<file path="config.mk">
export PLATFORM = sky130hd
export DESIGN_NAME = video_stream_monitor
export DESIGN_NICKNAME = d
export VERILOG_FILES = /design/src/rtl/video_stream_monitor.sv
export SDC_FILE = /design/constraint.sdc
export NUM_CORES = 1
export LEC_CHECK = 0
export ABC_AREA = 1
export ABC_CLOCK_PERIOD_IN_PS = 5900
export BUFFER_PORTS_ARGS = -buffer_cell sky130_fd_sc_hd__buf_2
export CAP_MARGIN = 25
export CORE_AREA = 8 8 105 107
export DETAILED_ROUTE_END_ITERATION = 10
export DIE_AREA = 0 0 113 115
export HOLD_SLACK_MARGIN = 0.08
export PLACE_DENSITY_LB_ADDON = 0.25
export SYNTH_ARGS = -nofsm -noshare
export SYNTH_HDL_FRONTEND = slang
export SYNTH_SLANG_ARGS = --single-unit
export TNS_END_PERCENT = 50
</file>
<file path="constraint.sdc">
create_clock -name out_stream_aclk -period 5.9 [get_ports out_stream_aclk]
set_clock_uncertainty 0.05 [all_clocks]
set_input_delay 1.77 -clock out_stream_aclk [delete_from_list [all_inputs] [get_ports out_stream_aclk]]
set_output_delay 1.77 -clock out_stream_aclk [all_outputs]
set_load 0.01 [all_outputs]
</file>
<file path="src/rtl/video_stream_monitor.sv">
// AXI4-Stream video sink monitor: drives tready in one of four modes, tracks
// word/line/frame position and records SOF/EOL/timeout violations.
module video_stream_monitor #(
    parameter int          X_SIZE   = 720,
    parameter int          Y_SIZE   = 720,
    parameter int          TIMEOUT  = 1000,
    parameter logic [32:0] RND_SEED = 33'h04A4C_2B4A,
    parameter int          ERR_W    = 16
) (
    input  logic                      out_stream_aclk,
    input  logic                      axi_resetn,
    input  logic                      tvalid,
    input  logic                      tuser,
    input  logic                      tlast,
    output logic                      tready,
    input  logic [1:0]                ready_mode,
    input  logic                      clr_err,
    output logic [$clog2(X_SIZE)-1:0] x_cnt,
    output logic [$clog2(Y_SIZE)-1:0] y_cnt,
    output logic [15:0]               frame_cnt,
    output logic                      frame_done,
    output logic                      locked,
    output logic [4:0]                err_flags,
    output logic [ERR_W-1:0]          err_count
);

    localparam int XW = $clog2(X_SIZE);
    localparam int YW = $clog2(Y_SIZE);
    localparam int TW = $clog2(TIMEOUT);
    localparam int CW = ERR_W + 2;

    localparam logic [0:0] S_HUNT   = 1'b0;
    localparam logic [0:0] S_ACTIVE = 1'b1;

    localparam logic [XW-1:0]    X_LAST  = XW'(X_SIZE - 1);
    localparam logic [YW-1:0]    Y_LAST  = YW'(Y_SIZE - 1);
    localparam logic [TW-1:0]    TO_LAST = TW'(TIMEOUT - 1);
    localparam logic [ERR_W-1:0] ERR_MAX = '1;

    logic [0:0]       state_q, state_d;
    logic [32:0]      prbs_q, prbs_d;
    logic             tready_q, tready_d;
    logic [XW-1:0]    x_q, x_d;
    logic [YW-1:0]    y_q, y_d;
    logic [15:0]      frame_q, frame_d;
    logic             fdone_q, fdone_d;
    logic [4:0]       flags_q, flags_d;
    logic [ERR_W-1:0] cnt_q, cnt_d;
    logic [TW-1:0]    to_q, to_d;

    logic             beat;
    logic             at_origin;
    logic             take;
    logic [XW-1:0]    cur_x;
    logic [YW-1:0]    cur_y;
    logic             to_err;
    logic             sof_miss, sof_unexp, eol_miss, eol_unexp;
    logic [4:0]       new_err;
    logic [CW-1:0]    inc;
    logic [CW-1:0]    sum;

    assign beat      = tvalid & tready_q;
    assign at_origin = (x_q == '0) && (y_q == '0);

    always_comb begin
        prbs_d = {prbs_q[31:0], prbs_q[32] ^ ~prbs_q[19]};
        case (ready_mode)
            2'd0:    tready_d = 1'b1;
            2'd1:    tready_d = prbs_q[32];
            2'd2:    tready_d = tvalid & ~beat;
            default: tready_d = 1'b0;
        endcase
    end

    // Idle watchdog: one error per TIMEOUT consecutive cycles without tvalid.
    always_comb begin
        to_err = 1'b0;
        if (tvalid) begin
            to_d = '0;
        end else if (to_q == TO_LAST) begin
            to_err = 1'b1;
            to_d   = '0;
        end else begin
            to_d = to_q + TW'(1);
        end
    end

    always_comb begin
        state_d   = state_q;
        x_d       = x_q;
        y_d       = y_q;
        frame_d   = frame_q;
        fdone_d   = 1'b0;
        sof_miss  = 1'b0;
        sof_unexp = 1'b0;
        eol_miss  = 1'b0;
        eol_unexp = 1'b0;
        take      = 1'b0;
        cur_x     = x_q;
        cur_y     = y_q;
        if (beat) begin
            if (state_q == S_HUNT) begin
                if (tuser) begin
                    take    = 1'b1;
                    state_d = S_ACTIVE;
                    cur_x   = '0;
                    cur_y   = '0;
                end
            end else begin
                take = 1'b1;
                if (tuser && !at_origin) begin
                    sof_unexp = 1'b1;
                    cur_x     = '0;
                    cur_y     = '0;
                end else if (!tuser && at_origin) begin
                    sof_miss = 1'b1;
                end
            end
        end
        // An early EOL on the last line wraps y without counting a frame.
        if (take) begin
            if (cur_x == X_LAST) begin
                eol_miss = ~tlast;
                x_d      = '0;
                if (cur_y == Y_LAST) begin
                    y_d     = '0;
                    frame_d = frame_q + 16'd1;
                    fdone_d = 1'b1;
                end else begin
                    y_d = cur_y + YW'(1);
                end
            end else if (tlast) begin
                eol_unexp = 1'b1;
                x_d       = '0;
                y_d       = (cur_y == Y_LAST) ? '0 : cur_y + YW'(1);
            end else begin
                x_d = cur_x + XW'(1);
                y_d = cur_y;
            end
        end
    end

    always_comb begin
        new_err = {to_err, eol_unexp, eol_miss, sof_unexp, sof_miss};
        inc     = CW'(new_err[0]) + CW'(new_err[1]) + CW'(new_err[2])
                + CW'(new_err[3]) + CW'(new_err[4]);
        sum     = (clr_err ? '0 : CW'(cnt_q)) + inc;
        cnt_d   = (sum > CW'(ERR_MAX)) ? ERR_MAX : sum[ERR_W-1:0];
        flags_d = (clr_err ? 5'b0 : flags_q) | new_err;
    end

    always_ff @(posedge out_stream_aclk or negedge axi_resetn) begin
        if (!axi_resetn) begin
            state_q  <= S_HUNT;
            prbs_q   <= RND_SEED;
            tready_q <= 1'b0;
            x_q      <= '0;
            y_q      <= '0;
            frame_q  <= '0;
            fdone_q  <= 1'b0;
            flags_q  <= '0;
            cnt_q    <= '0;
            to_q     <= '0;
        end else begin
            state_q  <= state_d;
            prbs_q   <= prbs_d;
            tready_q <= tready_d;
            x_q      <= x_d;
            y_q      <= y_d;
            frame_q  <= frame_d;
            fdone_q  <= fdone_d;
            flags_q  <= flags_d;
            cnt_q    <= cnt_d;
            to_q     <= to_d;
        end
    end

    assign tready     = tready_q;
    assign x_cnt      = x_q;
    assign y_cnt      = y_q;
    assign frame_cnt  = frame_q;
    assign frame_done = fdone_q;
    assign locked     = (state_q == S_ACTIVE);
    assign err_flags  = flags_q;
    assign err_count  = cnt_q;

endmodule

</file>
# Word level (Yosys, flattened, before mapping)

Index checks and enable logic that the tools add are counted.

Input port bits: 8
Memory bits (read-only): 0
Flip-flop bits (word level): 103
Memory bits (writable): 0
Output and inout bits: 60
Latch bits: 0
Memories: 0
Word-level logic and storage cells: 80

$lt $le $gt $ge: 1
Multiply operators: 0
Reduce and logical (&&, ||, !) cells: 9
Mux-type cells: 39
Div/mod/pow operators: 0
Add/subtract/negate cells: 9
Eq/ne operators: 5
Shifts and indexed selects: 0
Bitwise gates (word level): 7

Operators with widths:

| kind                                                                    | number |
|---|---|
| 10-bit two-way mux                                                      | 15 |
| 16-bit two-way mux                                                      | 2 |
| 10-bit by 1-bit adder with 10-bit output (second input constant)        | 3 |
| 10-bit equality test (second input constant)                            | 3 |
| 10-bit logical NOT                                                      | 2 |
| 1-bit two-way mux                                                       | 20 |
| 16-bit by 5-bit adder with 17-bit output                                | 1 |
| 17-bit by 16-bit > comparator with 1-bit output (second input constant) | 1 |
| 16-bit by 1-bit adder with 16-bit output (second input constant)        | 1 |
| 4-bit by 1-bit adder with 5-bit output                                  | 1 |
| 5-bit two-way mux                                                       | 1 |
| 5-bit OR                                                                | 1 |
| 3-bit by 1-bit adder with 4-bit output                                  | 1 |
| 2-bit by 1-bit adder with 3-bit output                                  | 1 |
| 1-bit logical AND                                                       | 3 |
| 1-bit NOT                                                               | 3 |
| 1-bit one-hot mux with 3 select lines                                   | 1 |
| 3-bit AND reduction                                                     | 1 |
| 1-bit by 1-bit adder with 2-bit output                                  | 1 |
| 1-bit AND                                                               | 2 |
| 2-bit by 1-bit equality test with 1-bit output (second input constant)  | 1 |
| 2-bit equality test (second input constant)                             | 1 |
| 1-bit logical NOT                                                       | 2 |
| 2-bit logical NOT                                                       | 1 |
| 1-bit XOR                                                               | 1 |

# Logic depth before layout (Yosys ltp)

Gate-level depths: netlist of run 1.

Word-level depth: 16
Gate-level depth with buffers: 22

# Least setup slack after synthesis of run 1

OpenSTA, ideal clock, no wires.

Path type: input port to flip-flop
From: input tuser
To: register cnt_q[14], in the netlist err_count[14]
Buffers on the path: 2
Required time: 5.728 ns
Data arrival time: 5.336 ns
Stages: 22
Setup slack: 0.392 ns
Cells stage by stage: buf_4 -> inv_4 -> buf_6 -> o21a_1 -> ha_1 -> nand3_4 -> nor2_8 -> nand2_4 -> nor2_1 -> nand2_1 -> fa_1 -> fa_1 -> inv_1 -> ha_1 -> fa_1 -> a21oi_1 -> nor2_1 -> nand2_1 -> nor2_1 -> nand3_1 -> xnor2_1 -> nand2_1

Cells in the longest elaborated chain, start to end: 13
Elaborated cells between the ends (all ways): 29
Classes of those cells: add/sub: 5; order compare: 1; eq/ne: 1; mux: 19; reduce/logical: 3

RTL lines:

| element                                                                            | RTL line | RTL |
|---|---|---|
| from (decl)                                                                        | 13       | `input logic tuser,` |
| 1-bit logical AND / 1-bit logical NOT (equally long branches)                      | 111, 115 |  |
| 10-bit two-way mux / 1-bit logical AND (equally long branches)                     | 111, 115 |  |
| 10-bit two-way mux / 1-bit two-way mux (equally long branches)                     | 102, 115 |  |
| 10-bit two-way mux / 1-bit two-way mux (equally long branches)                     | 101, 111 |  |
| 10-bit equality test / 1-bit two-way mux (equally long branches)                   | 122, 102 |  |
| 1-bit two-way mux, on equally long branches                                        | 122, 101 |  |
| 1-bit two-way mux / 1-bit by 1-bit adder with 2-bit output (equally long branches) | 121, 145 |  |
| 2-bit by 1-bit adder with 3-bit output                                             | 145      | `inc = CW'(new_err[0]) + CW'(new_err[1]) + CW'(new_err[2])` |
| 3-bit by 1-bit adder with 4-bit output (*)                                         | 146      | `+ CW'(new_err[3]) + CW'(new_err[4]);` |
| 4-bit by 1-bit adder with 5-bit output (*)                                         | 146      |  |
| 16-bit by 5-bit adder with 17-bit output (*)                                       | 147      | `sum = (clr_err ? '0 : CW'(cnt_q)) + inc;` |
| 17-bit by 16-bit > comparator with 1-bit output                                    | 148      | `cnt_d = (sum > CW'(ERR_MAX)) ? ERR_MAX : sum[ERR_W-1:0];` |
| 16-bit two-way mux (*)                                                             | 148      |  |
| net cnt_d[14]                                                                      | 48       | `logic [ERR_W-1:0] cnt_q, cnt_d;` |
| to (signal assigned)                                                               | 173      | `cnt_q <= cnt_d;` |
| to (decl)                                                                          | 48       |  |

The timed path passes the listed nets; every way through them passes the cells marked *.
A chain may end at the register's enable or synchronous reset.

# Final worst setup path of run 1

From: input tvalid
To: register cnt_q[6], in the netlist err_count[6]

Cells in the longest elaborated chain, start to end: 11
Elaborated cells between the ends (all ways): 18
Classes of those cells: add/sub: 5; order compare: 1; eq/ne: 1; mux: 10; bitwise: 1

RTL lines:

| element                                         | RTL line | RTL |
|---|---|---|
| from (decl)                                     | 12       | `input logic tvalid,` |
| 1-bit AND                                       | 62       | `assign beat = tvalid & tready_q;` |
| 10-bit two-way mux                              | 101      | `if (beat) begin` |
| 10-bit equality test                            | 122      | `if (cur_x == X_LAST) begin` |
| 1-bit two-way mux                               | 122      |  |
| 1-bit two-way mux                               | 121      | `if (take) begin` |
| 2-bit by 1-bit adder with 3-bit output          | 145      |  |
| 3-bit by 1-bit adder with 4-bit output          | 146      |  |
| 4-bit by 1-bit adder with 5-bit output (*)      | 146      |  |
| 16-bit by 5-bit adder with 17-bit output (*)    | 147      |  |
| 17-bit by 16-bit > comparator with 1-bit output | 148      |  |
| 16-bit two-way mux (*)                          | 148      |  |
| net cnt_d[6]                                    | 48       |  |

Marked as above.

==> reports/metrics.json, run 1 <==
{
  "critical_path": {
    "worstPathMaxFanout": 16,
    "ff2ff_path_depth": 18,
    "worst-path-buf-inv": 3,
    "crit_path_max_delay_cell_type": "sky130_fd_sc_hd__fa_1",
    "worst_path_most_repeated_cell": "sky130_fd_sc_hd__fa_1",
    "critPathTopFamily": "adder cells",
    "path_cells": "buf_2 -> nand2_4 -> inv_4 -> a21oi_1 -> ha_1 -> nand3_4 -> nor2_8 -> nand2_4 -> nor2_1 -> nand2_1 -> fa_1 -> fa_1 -> inv_1 -> ha_1 -> fa_1 -> a21oi_1 -> nor2_1 -> nand4_2 -> o21ai_0",
    "classification_of_the_worst_setup_path": "input pin to register",
    "worst_ep_arrival_time_ns": 5.56,
    "critical_path.endpoint_type": "register",
    "worst_r2r_endpoint": "err_count[6]$_DFF_PN0_",
    "critPathMaxStageDelay_ns": 0.52,
    "worstPathRequired_ns": 6.10,
    "timing.critical_path.from": "tvalid",
    "regToRegStartpoint": "tready$_DFF_PN0_",
    "start_kind": "input pin",
    "reg2reg_setup_slack_ns": 1.59
  },
  "global_routing": {
    "global_route.usage.total_pct": 19.28,
    "gr-max-usage-layer": "met2",
    "global_route.usage.met3_pct": 3.624,
    "first_global_vias": 4212,
    "grt_first_pass_wirelength_mm": 20.22,
    "gr-usage-met1_pct": 25.64,
    "globalRoute.totalOverflow": 0,
    "largest_net_degree_at_the_start_of_global_routing": 75,
    "groute.layer.met2.usage_pct": 30.99,
    "grt_antenna_before_repair": 0
  },
  "floorplan": {
    "placementRows": 36,
    "floorplan.io_pins": 68,
    "chipWidth_um": 113,
    "dieArea_mm2": 0.01300,
    "fp.coreArea_mm2": 0.009459,
    "floorplan.initialDensity_pct": 55.46,
    "die_height_um": 115
  },
  "placement": {
    "place.gp.congestion": 0.9178,
    "dpl.cell_count": 788,
    "place.port_buffers": 67,
    "instance_area_after_placement_mm2": 0.005653,
    "pre_cts_slack_ns": 0.1433,
    "dp_hpwl_mm": 8.553
  },
  "logic_synthesis": {
    "synthAdderAreaFrac_pct": 3.053,
    "seq_area_frac_synth_pct": 49.44,
    "ys.warnings.count": 0,
    "synth-async-reset-ratio_pct": 100.0,
    "synth_area_mm2": 0.005246,
    "ys_seq_elements": 103,
    "yosys-mux-area-fraction_pct": 0,
    "combinational_family_with_the_most_area_after_synthesis": "simple AND/OR/NAND/NOR gates",
    "syn-instance-count": 617,
    "synthDistinctLibCells": 44,
    "synth_edf_count": 0,
    "synth_area_leaders": "sky130_fd_sc_hd__dfrtp_1, sky130_fd_sc_hd__nand2_1, sky130_fd_sc_hd__dfstp_2, sky130_fd_sc_hd__nand3_1, sky130_fd_sc_hd__inv_1",
    "compound_gate_portion_of_the_synthesized_area_pct": 5.199,
    "synth_top_area_share_pct": 42.93,
    "synth.largest_area_cell": "sky130_fd_sc_hd__dfrtp_1",
    "synth.avg_cell_area_um2": 8.503,
    "yosys_most_used_dff": "sky130_fd_sc_hd__dfrtp_1",
    "synth_simple_gate_area_share_pct": 29.91,
    "synth_nets": 636,
    "synth_xor_area_share_pct": 5.008
  },
  "route": {
    "remaining_drc_errors": 0,
    "dr_total_vias": 4225,
    "detail_route.wirelength_mm": 11.74,
    "drt-vias-per-instance": 5.255,
    "post_drt_wl_per_cell_um": 14.60,
    "drt_iter0_drc": 225,
    "final_antenna_net_count": 0,
    "detailedRoute.firstPassIterationCount": 5
  },
  "timing": {
    "finalSetupViolations": 0,
    "portion_of_the_clock_cycle_consumed_by_the_worst_path_in_the_final_layout_pct": 90.74,
    "tns_ns": 0,
    "fin_ws_ns": 0.5464,
    "period_needed_ns": 5.354,
    "worst_pin_slew_ns": 0.9000,
    "timing.final.max_slew_violations": 0,
    "report.final.hold_viol_count": 0,
    "finalHoldWorstSlack_ns": 0.3079,
    "max_freq_ghz": 0.1868,
    "max-slew-margin-rel_pct": 40.00,
    "setup_repair_after_global_routing_missed_its_margin": "no"
  },
  "worst_hold_path": {
    "holdPathStages": 0,
    "whs_endpoint": "prbs_q[11]$_DFF_PN1_",
    "hp-class": "register to register",
    "hold_start": "prbs_q[10]$_DFF_PN0_"
  },
  "layout": {
    "area.growth.synth_to_final_pct": 11.81,
    "finalInstanceArea_mm2": 0.005866,
    "multi_input_comb_area_mm2": 0.002268,
    "utilization_pct": 62.01,
    "finalNetCount": 704,
    "fraction_of_final_layout_cells_with_drive_strength_greater_than_1_pct": 19.57,
    "fillCellCount": 849,
    "final-instance-count-excl-fill": 804,
    "layout.area.seq_mm2": 0.002594,
    "antenna_cells": 0
  },
  "power_and_ir_drop": {
    "static-leakage-power_nw": 3.125,
    "ir_worst_vdd_mv": 0.1799,
    "net_switching_component_of_the_power_mw": 0.4208,
    "relative_contribution_of_the_clock_network_to_total_power_pct": 33.2,
    "internal_power_summed_over_all_cells_mw": 0.9541,
    "total_power_mw": 1.375,
    "share_comb_of_total_power_pct": 12.1,
    "switching_share_pct": 30.61,
    "power_frac_seq_pct": 54.7,
    "power_density_mw_per_mm2": 234.4
  },
  "run": {
    "drv_cap": 0
  },
  "clock_network": {
    "cts.reportedPaths.clkPinSlew_ns": 0.11,
    "maximum_level_of_the_cts_h_tree": 3,
    "gates_resized_cts_repair": 0,
    "worst_skew_pair.late_latency_ns": 0.39,
    "post_cts_buffers": 0,
    "root_buffer": "sky130_fd_sc_hd__clkbuf_8",
    "clock_sink_count": 103,
    "cts.hold.buffers_added": 0,
    "cts-buffers-inserted": 9,
    "cts_tree": "done",
    "cts-root-to-sink-buffers": 2
  },
  "outcome": {
    "run_status": "finished clean"
  }
}
[worst max path at each step]
stage / end / slack (ns) / depth (start not counted)
2_1_floorplan: err_count[14]$_DFF_PN0_ / 0.39 / 22
5_1_grt: err_count[14]$_DFF_PN0_ / 0.03 / 22
6_report: err_count[6]$_DFF_PN0_ / 0.55 / 19
4_1_cts: err_count[6]$_DFF_PN0_ / 0.57 / 19
3_5_place_dp: err_count[6]$_DFF_PN0_ / 0.14 / 19
3_3_place_gp: err_count[6]$_DFF_PN0_ / 0.23 / 19
[registers in the layout, indices dropped and copies added, names as in the netlist]
register,flops
locked,1
err_count,16
y_cnt,10
x_cnt,10
prbs_q,33
to_q,10
tready,1
frame_done,1
frame_cnt,16
err_flags,5
[layout make-up]
class                           count  area share (%)
Inverter                           73           4.778
Multi-Input combinational cell    427           38.67
Tap cell                          114           2.432
Clock inverter                      7           1.515
Sequential cell                   103           44.22
Timing Repair Buffer               71           6.271
Clock buffer                        9           2.112
[per-layer routing]
metal	part of all wire (%)	vias up	wire, um
li1	-	2109	-
met1	47	2007	5548
met2	47	95	5551
met3	4.0	14	469
met4	1.5	0	172
met5	0	-	0
[cell usage in the layout, fill, tap and decap left out, drive strengths merged, types with 4 or more instances in the layout]
cell / instances
a21oi: 10
buf: 71
clkbuf: 9
clkinv: 5
dfrtp: 90
dfstp: 13
ha: 8
inv: 75
nand2: 173
nand3: 64
nand3b: 5
nand4: 10
nor2: 66
nor3: 18
o21ai: 26
or2: 4
xnor2: 9
xor2: 21
[power by group through the flow]
stage / logic (mW) / registers, mW / clock network (mW)
3_5_place_dp: 0.167 / 0.765 / 0
6_report: 0.166 / 0.753 / 0.456
5_1_grt: 0.191 / 0.756 / 0.496
2_1_floorplan: 0.0949 / 0.769 / 0
3_3_place_gp: 0.165 / 0.765 / 0
4_1_cts: 0.168 / 0.752 / 0.472
[cell families (layout without fill, tap and decap cells)]
group,after synthesis,in the layout
buffers and inverters,87,160
xor gates and xnor gates,30,30
and+or+nand+nor,344,344
AOI/OAI and AO/OA,42,42
DFF,103,103
adders and majority gates,11,11
[synthesized netlist by cell type (all sizes together), types with 5 or more instances]
library cell / number
dfstp: 13
nor3: 18
nand4: 10
nor2: 66
inv: 72
nand3: 64
a21oi: 10
dfrtp: 90
nand2: 173
o21ai: 26
nand3b: 5
xor2: 21
xnor2: 9
ha: 8
buf: 12
No activity file was read; power rests on OpenSTA's default activity.
==> run 2, diff against run 1 <==
--- a/config.mk
+++ b/config.mk
@@ -6,14 +6,15 @@
 export NUM_CORES = 1
 export LEC_CHECK = 0
 export ABC_AREA = 1
-export ABC_CLOCK_PERIOD_IN_PS = 5900
-export BUFFER_PORTS_ARGS = -buffer_cell sky130_fd_sc_hd__buf_2
+export ABC_CLOCK_PERIOD_IN_PS = 6580
+export BUFFER_PORTS_ARGS = -buffer_cell sky130_fd_sc_hd__buf_4
 export CAP_MARGIN = 25
 export CORE_AREA = 8 8 105 107
 export DETAILED_ROUTE_END_ITERATION = 10
 export DIE_AREA = 0 0 113 115
 export HOLD_SLACK_MARGIN = 0.08
 export PLACE_DENSITY_LB_ADDON = 0.25
+export SLEW_MARGIN = 20
 export SYNTH_ARGS = -nofsm -noshare
 export SYNTH_HDL_FRONTEND = slang
 export SYNTH_SLANG_ARGS = --single-unit
==> constraint.sdc (replaced) <==
create_clock -name out_stream_aclk -period 6.58 [get_ports out_stream_aclk]
set_clock_uncertainty 0.05 [all_clocks]
set_input_delay 1.974 -clock out_stream_aclk [delete_from_list [all_inputs] [get_ports out_stream_aclk]]
set_output_delay 1.974 -clock out_stream_aclk [all_outputs]
set_load 0.01 [all_outputs]
==> reports/metrics.json, run 2 (same netlist as run 1, synthesis figures left out) <==
{
  "floorplan": {
    "fp.coreArea": {"value": 0.009459, "unit": "mm2", "change": "unchanged"},
    "floorplan.io_pins": {"value": 68, "change": "unchanged"},
    "chipWidth": {"value": 113, "unit": "um", "change": "unchanged"},
    "die_height": {"value": 115, "unit": "um", "change": "unchanged"},
    "placementRows": {"value": 36, "change": "unchanged"},
    "floorplan.initialDensity": {"value": 55.46, "unit": "%", "change": "unchanged"},
    "dieArea": {"value": 0.01300, "unit": "mm2", "change": "unchanged"}
  },
  "run": {
    "drv_cap": {"value": 0, "change": "unchanged"}
  },
  "placement": {
    "pre_cts_slack": {"value": 0.3955, "unit": "ns", "change": "+0.2522 ns"},
    "place.port_buffers": {"value": 67, "change": "unchanged"},
    "dp_hpwl": {"value": 8.798, "unit": "mm", "change": "+2.9%"},
    "place.gp.congestion": {"value": 0.9384, "change": "+2.2%"},
    "instance_area_after_placement": {"value": 0.005803, "unit": "mm2", "change": "+2.7%"},
    "dpl.cell_count": {"value": 786, "change": "-0.25%"}
  },
  "clock_network": {
    "gates_resized_cts_repair": {"value": 0, "change": "unchanged"},
    "post_cts_buffers": {"value": 0, "change": "unchanged"},
    "cts-buffers-inserted": {"value": 9, "change": "unchanged"},
    "cts.hold.buffers_added": {"value": 0, "change": "unchanged"},
    "cts_tree": "done",
    "cts-root-to-sink-buffers": {"value": 2, "change": "unchanged"},
    "root_buffer": "sky130_fd_sc_hd__clkbuf_8",
    "worst_skew_pair.late_latency": {"value": 0.39, "unit": "ns", "change": "about the same"},
    "maximum_level_of_the_cts_h_tree": {"value": 3, "change": "unchanged"},
    "cts.reportedPaths.clkPinSlew": {"value": 0.11, "unit": "ns", "change": "about the same"},
    "clock_sink_count": {"value": 103, "change": "unchanged"}
  },
  "power_and_ir_drop": {
    "static-leakage-power": {"value": 3.122, "unit": "nW", "change": "about the same"},
    "ir_worst_vdd": {"value": 0.2694, "unit": "mV", "change": "+50%"},
    "share_comb_of_total_power": {"value": 12.9, "unit": "%", "change": "+0.8 points"},
    "internal_power_summed_over_all_cells": {"value": 0.8689, "unit": "mW", "change": "-8.9%"},
    "net_switching_component_of_the_power": {"value": 0.3843, "unit": "mW", "change": "-8.7%"},
    "switching_share": {"value": 30.66, "unit": "%", "change": "+0.059 points"},
    "relative_contribution_of_the_clock_network_to_total_power": {"value": 33.1, "unit": "%", "change": "about the same"},
    "power_frac_seq": {"value": 53.9, "unit": "%", "change": "-0.8 points"},
    "total_power": {"value": 1.253, "unit": "mW", "change": "-8.9%"},
    "power_density": {"value": 208.1, "unit": "mW/mm2", "change": "-11%"}
  },
  "route": {
    "final_antenna_net_count": {"value": 0, "change": "unchanged"},
    "drt-vias-per-instance": {"value": 5.257, "change": "about the same"},
    "detailedRoute.firstPassIterationCount": {"value": 5, "change": "unchanged"},
    "drt_iter0_drc": {"value": 208, "change": "-7.6%"},
    "post_drt_wl_per_cell": {"value": 14.96, "unit": "um", "change": "+2.5%"},
    "remaining_drc_errors": {"value": 0, "change": "unchanged"},
    "detail_route.wirelength": {"value": 12.00, "unit": "mm", "change": "+2.2%"},
    "dr_total_vias": {"value": 4216, "change": "-0.21%"}
  },
  "global_routing": {
    "globalRoute.totalOverflow": {"value": 0, "change": "unchanged"},
    "largest_net_degree_at_the_start_of_global_routing": {"value": 68, "change": "-9.3%"},
    "first_global_vias": {"value": 4133, "change": "-1.9%"},
    "global_route.usage.total": {"value": 19.51, "unit": "%", "change": "+0.23 points"},
    "grt_antenna_before_repair": {"value": 0, "change": "unchanged"},
    "grt_first_pass_wirelength": {"value": 20.43, "unit": "mm", "change": "+1.0%"}
  },
  "critical_path": {
    "worstPathRequired": {"value": 6.78, "unit": "ns", "change": "+0.68 ns"},
    "classification_of_the_worst_setup_path": "input pin to register",
    "worstPathMaxFanout": {"value": 18, "change": "+2"},
    "worst_ep_arrival_time": {"value": 5.99, "unit": "ns", "change": "+0.43 ns"},
    "critical_path.endpoint_type": "register",
    "start_kind": "input pin"
  },
  "layout": {
    "finalInstanceArea": {"value": 0.006021, "unit": "mm2", "change": "+2.6%"},
    "fraction_of_final_layout_cells_with_drive_strength_greater_than_1": {"value": 19.33, "unit": "%", "change": "-0.23 points"},
    "utilization": {"value": 63.65, "unit": "%", "change": "+1.6 points"},
    "mostFrequentLayoutCell": "sky130_fd_sc_hd__nand2_1",
    "finalNetCount": {"value": 702, "change": "-0.28%"},
    "final-instance-count-excl-fill": {"value": 802, "change": "-0.25%"},
    "most-common-layout-cells": "sky130_fd_sc_hd__nand2_1, sky130_fd_sc_hd__dfrtp_1, sky130_fd_sc_hd__buf_4",
    "antenna_cells": {"value": 0, "change": "unchanged"},
    "fillCellCount": {"value": 833, "change": "-1.9%"},
    "largest_register": "prbs_q",
    "area.growth.synth_to_final_pct": 14.76,
    "flip_flop_count_of_the_largest_register_all_copies_and_words_added": {"value": 33, "change": "unchanged"}
  },
  "worst_hold_path": {
    "hp-class": "register to register"
  },
  "timing": {
    "period_needed_ns": 5.787,
    "fin_ws": {"value": 0.7935, "unit": "ns", "change": "+0.2471 ns"},
    "worst_pin_slew": {"value": 0.8180, "unit": "ns", "change": "-0.08204 ns"},
    "max-slew-margin-rel": {"value": 45.47, "unit": "%", "change": "+5.5 points"},
    "finalSetupViolations": {"value": 0, "change": "unchanged"},
    "tns": {"value": 0, "unit": "ns", "change": "unchanged"},
    "portion_of_the_clock_cycle_consumed_by_the_worst_path_in_the_final_layout_pct": 87.94,
    "max_freq_ghz": 0.1728,
    "finalHoldWorstSlack": {"value": 0.3112, "unit": "ns", "change": "+0.003278 ns"},
    "timing.final.max_slew_violations": {"value": 0, "change": "unchanged"},
    "setup_repair_after_global_routing_missed_its_margin": "no",
    "report.final.hold_viol_count": {"value": 0, "change": "unchanged"}
  },
  "outcome": {
    "run_status": "finished clean"
  }
}
run 2: cell types whose count changed in the layout (fill, tap and decap cells not counted), sizes merged:
cell,before,now
buf,71,69
clkinv,5,4
inv,75,76
run 2: critical path: stages:
cell and delay [ns]:
sky130_fd_sc_hd__buf_4 0.14, sky130_fd_sc_hd__nand2_4 0.22, sky130_fd_sc_hd__inv_4 0.10, sky130_fd_sc_hd__a21oi_1 0.21
sky130_fd_sc_hd__ha_1 0.25, sky130_fd_sc_hd__nand3_4 0.12, sky130_fd_sc_hd__nor2_8 0.14, sky130_fd_sc_hd__nand2_4 0.09
sky130_fd_sc_hd__nor2_1 0.15, sky130_fd_sc_hd__nand2_1 0.12, sky130_fd_sc_hd__fa_1 0.52, sky130_fd_sc_hd__fa_1 0.53
sky130_fd_sc_hd__inv_1 0.05, sky130_fd_sc_hd__ha_1 0.20, sky130_fd_sc_hd__fa_1 0.40, sky130_fd_sc_hd__a21oi_1 0.21
sky130_fd_sc_hd__nor2_1 0.11, sky130_fd_sc_hd__nand4_2 0.31, sky130_fd_sc_hd__o21ai_0 0.15
run 2: final timing paths:
check,from,end,slack (ns),depth (start not counted)
worst min register to register,prbs_q[18]$_DFF_PN1_,prbs_q[19]$_DFF_PN1_,0.31,0
worst max register to register,tready$_DFF_PN0_,err_count[6]$_DFF_PN0_,2.05,18
worst max-delay path,tvalid,err_count[6]$_DFF_PN0_,0.79,19
min in group asynchronous,axi_resetn,x_cnt[9]$_DFFE_PN0P_,1.47,1
max in group asynchronous,axi_resetn,prbs_q[17]$_DFF_PN0_,3.81,2
worst min-delay path,prbs_q[18]$_DFF_PN1_,prbs_q[19]$_DFF_PN1_,0.31,0
run 2: area by class of cell:
cell class	count	area [um2]	share of cell area (%)
Tap cell	114	142.6	2.369
Clock inverter	7	93.84	1.559
Inverter	73	280.3	4.655
Clock buffer	9	123.9	2.057
Sequential cell	103	2594	43.08
Timing Repair Buffer	69	518.0	8.604
Multi-Input combinational cell	427	2268	37.68
run 2: layer usage:
metal / vias up / part of all wire (%) / global-route usage [%]
met5: - / 0 / 0
met4: 0 / 1.5 / 6.128
met3: 15 / 5.8 / 4.307
met2: 118 / 48 / 32.02
met1: 1994 / 45 / 25.26
li1: 2089 / - / -
run 2: power groups by stage:
stage	sequential [mW]	clock, mW	combinational [mW]
floorplan	0.690	0	0.0851
global placement	0.687	0	0.160
detailed placement	0.688	0	0.163
CTS	0.676	0.425	0.165
global route	0.679	0.452	0.182
finish	0.676	0.415	0.162
